[src/rtl/mux_serial_sub_ctrl.sv]
// mux_serial_sub_ctrl
//   Bit-serial WIDTH-bit subtracter A - B, LSB first, one bit per clock.
//   The full-subtracter truth table lives in two external 8:1 muxes: a
//   difference mux and a borrow mux. This controller drives their shared
//   selects and accumulates what they return.
//
// Ports
//   clk, rst_n         clock (rising edge), asynchronous active-low reset
//   start              request, sampled only in IDLE or DONE
//   op_a, op_b         minuend / subtrahend, latched when start is accepted
//   sel_a/sel_b/sel_c  mux selects (MSB..LSB) = a bit, b bit, running borrow
//   mux_diff           difference mux output
//   mux_borrow         borrow mux output
//   busy               high while the subtraction is running
//   done               one-cycle pulse when diff/borrow_out are updated
//   diff, borrow_out   registered result; borrow_out=1 means op_a < op_b
module mux_serial_sub_ctrl #(
  parameter int WIDTH = 8,
  parameter int CNT_W = $clog2(WIDTH) + 1
) (
  input  logic             clk,
  input  logic             rst_n,
  input  logic             start,
  input  logic [WIDTH-1:0] op_a,
  input  logic [WIDTH-1:0] op_b,
  output logic             sel_a,
  output logic             sel_b,
  output logic             sel_c,
  input  logic             mux_diff,
  input  logic             mux_borrow,
  output logic             busy,
  output logic             done,
  output logic [WIDTH-1:0] diff,
  output logic             borrow_out
);

  localparam int IDX_W = (WIDTH > 1) ? $clog2(WIDTH) : 1;
  localparam logic [CNT_W-1:0] LAST_IDX = CNT_W'(WIDTH - 1);

  typedef enum logic [1:0] {
    ST_IDLE = 2'd0,
    ST_RUN  = 2'd1,
    ST_DONE = 2'd2
  } state_e;

  state_e           state_q, state_d;
  logic [WIDTH-1:0] a_q, a_d;
  logic [WIDTH-1:0] b_q, b_d;
  logic [WIDTH-1:0] acc_q, acc_d;
  logic             brw_q, brw_d;
  logic [CNT_W-1:0] idx_q, idx_d;
  logic [WIDTH-1:0] diff_q, diff_d;
  logic             borrow_out_q, borrow_out_d;

  logic             run;
  logic [IDX_W-1:0] bit_idx;

  assign run     = (state_q == ST_RUN);
  assign bit_idx = idx_q[IDX_W-1:0];

  // Selects are gated so the muxes see a quiet 000 outside RUN.
  assign sel_a      = run & a_q[bit_idx];
  assign sel_b      = run & b_q[bit_idx];
  assign sel_c      = run & brw_q;
  assign busy       = run;
  assign done       = (state_q == ST_DONE);
  assign diff       = diff_q;
  assign borrow_out = borrow_out_q;

  always_comb begin
    state_d      = state_q;
    a_d          = a_q;
    b_d          = b_q;
    acc_d        = acc_q;
    brw_d        = brw_q;
    idx_d        = idx_q;
    diff_d       = diff_q;
    borrow_out_d = borrow_out_q;

    case (state_q)
      ST_IDLE, ST_DONE: begin
        // DONE accepts a new start directly so back-to-back requests
        // incur no idle bubble.
        if (start) begin
          a_d     = op_a;
          b_d     = op_b;
          acc_d   = '0;
          brw_d   = 1'b0;
          idx_d   = '0;
          state_d = ST_RUN;
        end else begin
          state_d = ST_IDLE;
        end
      end
      ST_RUN: begin
        acc_d[bit_idx] = mux_diff;
        brw_d          = mux_borrow;
        idx_d          = idx_q + CNT_W'(1);
        if (idx_q == LAST_IDX) begin
          // The top bit arrives on this edge, so merge it straight into
          // the result rather than waiting a cycle for acc to settle.
          diff_d              = acc_q;
          diff_d[WIDTH-1]     = mux_diff;
          borrow_out_d        = mux_borrow;
          state_d             = ST_DONE;
        end
      end
      default: state_d = ST_IDLE;
    endcase
  end

  always_ff @(posedge clk or negedge rst_n) begin
    if (!rst_n) begin
      state_q      <= ST_IDLE;
      a_q          <= '0;
      b_q          <= '0;
      acc_q        <= '0;
      brw_q        <= 1'b0;
      idx_q        <= '0;
      diff_q       <= '0;
      borrow_out_q <= 1'b0;
    end else begin
      state_q      <= state_d;
      a_q          <= a_d;
      b_q          <= b_d;
      acc_q        <= acc_d;
      brw_q        <= brw_d;
      idx_q        <= idx_d;
      diff_q       <= diff_d;
      borrow_out_q <= borrow_out_d;
    end
  end

endmodule

[config.mk]
export PLATFORM = sky130hd
export DESIGN_NAME = mux_serial_sub_ctrl
export DESIGN_NICKNAME = d
export VERILOG_FILES = /design/src/rtl/mux_serial_sub_ctrl.sv
export SDC_FILE = /design/constraint.sdc
export NUM_CORES = 1
export LEC_CHECK = 0
export ABC_CLOCK_PERIOD_IN_PS = 2100
export CAP_MARGIN = 20
export CELL_PAD_IN_SITES_DETAIL_PLACEMENT = 1
export CELL_PAD_IN_SITES_GLOBAL_PLACEMENT = 2
export CORE_MARGIN = 5
export CORE_UTILIZATION = 32
export CTS_CLUSTER_DIAMETER = 50
export DETAILED_ROUTE_END_ITERATION = 6
export PLACE_DENSITY = 0.79
export SETUP_SLACK_MARGIN = 0.5
export SLEW_MARGIN = 10
export SYNTH_ARGS = -nofsm -noshare
export SYNTH_HDL_FRONTEND = slang
export SYNTH_SLANG_ARGS = --single-unit
[constraint.sdc]
create_clock -name clk -period 2.1 [get_ports clk]
set_input_delay 0.42 -clock clk [delete_from_list [all_inputs] [get_ports clk]]
set_output_delay 0.42 -clock clk [all_outputs]
set_load 0.005 [all_outputs]
Word level (Yosys, flattened, before mapping). Cells that the tools add are included.

Output and inout port bits: 14. Bits of input ports: 21. Memories kept: 0. Memory bits (writable): 0. Register bits after elaboration: 40. Logic and storage cells: 42. Bits in read-only memories: 0. Latch bits: 0.

Shift-type cells: 0. Equal/unequal tests: 5. Reduce and logical (&&, ||, !) cells: 7. Add/subtract/negate cells: 1. Multiplexer cells: 16. Magnitude comparators: 2. Bitwise logic cells: 3. Multipliers: 0. Divide/modulo/power cells: 0.

Operators by type and width (number): case mux 8 bit (2 select lines) (1); bitwise mux 8 bit (1); two-way mux 8 bit (1); case mux 4 bit (2 select lines) (1); binary-select mux 1 bit (select 3 bit) (2); AND reduction 2 bit (3); two-way mux 1 bit (5); adder 4 x 1 -> 4 bit, second input constant (1); equality test 4 x 3 -> 1 bit, second input constant (1); < comparator 3 x 4 -> 1 bit, second input constant (1); two-way mux 4 bit (1); case mux 2 bit (2 select lines) (1); AND 1 bit (3); demux 1 bit (select 3 bit) (1); greater-or-equal comparator 3 x 1 -> 1 bit, second input constant (1); equality test 2 x 1 -> 1 bit, second input constant (1); equality test 2 bit, second input constant (1); logical NOT 2 bit (1); two-way mux 2 bit (1); != test 2 x 1 -> 1 bit, second input constant (1); != test 2 bit, second input constant (1); case mux 1 bit (2 select lines) (1); nonzero test 2 bit (1); OR reduction 2 bit (1); logical AND 1 bit (1).

Depth between registers and ports, before layout.
Depth after elaboration: 6. Mapped depth: 5. Gate-level depth less buffers: 4.

Worst setup path before layout. No wires, ideal clock.

Path type: register to output. Start point: register idx_q[0]. End point: output port sel_b. Setup slack: 0.495 ns. Stages on the path, launching flop included: 5. Data required time: 1.680 ns. Path buffers: 1. Arrival: 1.185 ns. Path through: dfrtp_1 -> buf_2 -> mux2_2 -> o22a_1 -> and3_1.

Cells in the longest elaborated chain, start to end: 3.

RTL lines: start, declared (line 51) `logic [CNT_W-1:0] idx_q, idx_d;`; start signal, assigned (line 128) `idx_q <= idx_d;`; binary-select mux 1 bit (select 3 bit) (line 63) `assign sel_b = run & b_q[bit_idx];`; two-way mux 1 bit (implied by the code) (line 63); AND 1 bit (line 63); end, declared (line 27) `output logic sel_b,`.

Every way passes these cells. The select of a mux whose other input is x is not followed.

Worst setup path in the final report.
Start point: register idx_q[0]. End point: output port sel_a.

Cells in the longest elaborated chain, start to end: 3.

RTL lines: binary-select mux 1 bit (select 3 bit) (line 62) `assign sel_a = run & a_q[bit_idx];`; two-way mux 1 bit (implied by the code) (line 62); AND 1 bit (line 62); end, declared (line 26) `output logic sel_a,`.

Every way passes these cells. The select of a mux whose other input is x is not followed.

==> metrics.yaml <==
outcome:
  outcome: "completed"
yosys:
  synthMostInstantiatedCell: "nand2_1"
  ys_types: 32
  synth.top_cell.area_share_pct: 55.5
  synth_edf_count: 0
  synthTopCellsByArea: "dfrtp_1 55%, nand2_1 13%, mux2_2 7.7%"
  synth_ff_type: "dfrtp_1"
  syn_inst: 167
  synth_warnings: 0
  avgSynthCellArea_sq_um: 10.5
  synth_top_area_cell: "dfrtp_1"
  synth_nets: 189
  ys_top_cells_by_count: "59 x nand2_1, 39 x dfrtp_1, 12 x mux2_2"
  yosysSeqAreaShare_pct: 55.5
  ys_seq_elements: 39
  synth_area_sq_um: 1760
  async_reset_ff_share_pct: 100
layout:
  multi_input_area_sq_um: 763
  regArea_sq_um: 981
  syn2layout_area_growth_pct: 43.9
  nets: 249
  drive_gt1_share_pct: 28.6
  diodes: 0
  fillers: 594
  final_cells: 299
setup_path:
  timing.critical_path.mode_cell: "buf_6"
  path_buf_inv: 3
  crit_path_end_kind: "primary output"
  rr_startpoint: "idx_q[0]"
  r2r-end: "acc_q[2]"
  cpLargestDelayFamily: "flip-flops"
  start_kind: "flop"
  cpPeakStageDelay_ps: 460
  crit_arrival_ps: 1570
  crit_fanout: 5
  required_ps: 1680
  ff2ff_path_depth: 7
  path_cells: "buf_6 -> buf_6 -> mux2i_1 -> o32a_1 -> a21oi_2 -> buf_2"
  crit_type: "flop to primary output"
  critical_path.slowest_cell: "dfrtp_2"
  rrSetupSlack_ps: 340
sta:
  setup_tns_ps: 0
  grt_setup_unrepaired: "yes"
  period_needed_ps: 1990
  tightest_slew_ps: 507
  finalHoldViolCount: 0
  setup_viol: 0
  fin_skew_ps: 8.97
  min_period_over_period_pct: 94.7
  max_slew_margin_pct: 66.2
  fmax_mhz: 503
  drv_slew: 0
placement:
  gp_congestion: 0.750
  placed_cells: 277
  hpwl_microns: 3110
  port_buffers: 34
die:
  coreArea_sq_um: 5440
  rows: 27
  die-area_sq_um: 7080
  die-height_microns: 84.1
  die_w_microns: 84.1
  initial_core_util_pct: 32.3
  io_pins: 35
cts:
  cts.path.max_buffers: 2
  hold_buffers: 0
  clock_latency_ps: 290
  cts_made_buffers: 5
  cts_root_buf: "clkbuf_8"
  h-tree-depth: 2
  tritoncts: "yes"
  path_clk_slew_ps: 70
  cts.sinks: 39
detailed_routing:
  wire_per_inst_microns: 15.6
  drc: 0
  drtPass1Iterations: 4
  vias: 1415
  ant_nets: 0
  viasPerCell: 4.73
  dr.first_iter.drc_count: 72
  wl_microns: 4670
grt:
  use_met1_pct: 15.8
  grt_max_degree: 40
  grt_use_met2_pct: 23.0
  grt_pass1_vias: 1533
  grt.busiest_layer: "met2"
  track_usage_pct: 13.2
  grt_use_met3_pct: 4.22
  antenna_found_initial: 0
  grt_pass1_wl_microns: 7570
  grt.overflow.total: 0
worst_hold_path:
  hp-class: "input pin to asynchronous set/reset pin"
power:
  ir_drop_v: 0.000523
  power_mw: 3.73
  p_leak_nw: 1.28
  powerDensity_nw_per_um2: 1470
flow_run:
  maxCapViolCount: 0
[cell families (layout without fill, tap and decap cells)]
kind of cell	Yosys count	after routing	share of synthesized area [%]
adders and majority gates	1	1	0.711
and+or+nand+nor	74	74	18.5
DFF	39	39	55.5
buffers and inverters	12	72	3.27
muxes	23	23	13.9
AOI/OAI and AO/OA	18	18	8.11
[report_power, final]
group	total, mW	switching [mW]	internal (mW)
registers	1.36	0.261	1.10
clock network	0.510	0.253	0.258
logic	1.86	0.794	1.07
total	3.73	1.31	2.43
[worst max-delay path by stage]
stage	end	depth (start not counted)	from
CTS	sel_a	6	idx_q[0]
detailed placement	sel_b	4	idx_q[0]
floorplan	sel_a	4	idx_q[0]
finish	sel_a	6	idx_q[0]
global placement	sel_a	4	idx_q[0]
global route	sel_a	6	idx_q[0]
[state kept, by name (all words and copies together) (netlist names)]
signal,flops
acc_q,7
b_q,8
brw_q,1
idx_q,4
borrow_out,1
state_q,2
a_q,8
diff,8
[layout make-up]
type / count / area share (%)
repair buffers: 62 / 23.4
multi-input cells: 116 / 30.2
well taps: 72 / 3.56
clock buffers: 6 / 3.26
flip-flops and latches: 39 / 38.8
inverters: 3 / 0.643
clock inverters: 1 / 0.198
[per-layer routing]
layer | part of all wire, % | wire length (microns)
met5 | 0 | 0
met4 | 1.2 | 54
met3 | 4.5 | 208
met2 | 53 | 2460
met1 | 42 | 1940
[what timing repair did]
item / 4_1_cts / 5_1_grt
pin swaps: 5 / 3
cloned: 1 / 0
gates resized for setup: 36 / 17
setup endpoints to repair: 14 / 38
buffers inserted: 8 / 6
[cells in the final DEF, fill, tap and decap left out, types with 2 or more instances in the layout]
cell type,n
buf_4,17
dfrtp_2,4
clkbuf_8,6
dlymetal6s2s_1,6
mux2_4,2
nor2_1,2
o311ai_0,2
buf_8,2
clkdlybuf4s50_1,22
nor3b_1,2
o32a_1,2
nand2_1,58
buf_6,8
o211ai_1,2
o31ai_1,2
dfrtp_1,35
o41ai_1,2
inv_1,2
a22o_1,2
mux2i_1,11
buf_2,5
mux2_2,10
[per-stage QoR]
stage	instance area [sq um]	hold slack (ps)	worst slack, ps	util, %
floorplan	1760	124	532	-
global placement	2240	466	80.0	41.1
detailed placement	2240	468	60.1	41.1
CTS	2430	193	102	44.8
global route	2530	215	38.0	46.5
finish	2530	173	112	46.5
No activity file was read; power rests on OpenSTA's default activity.
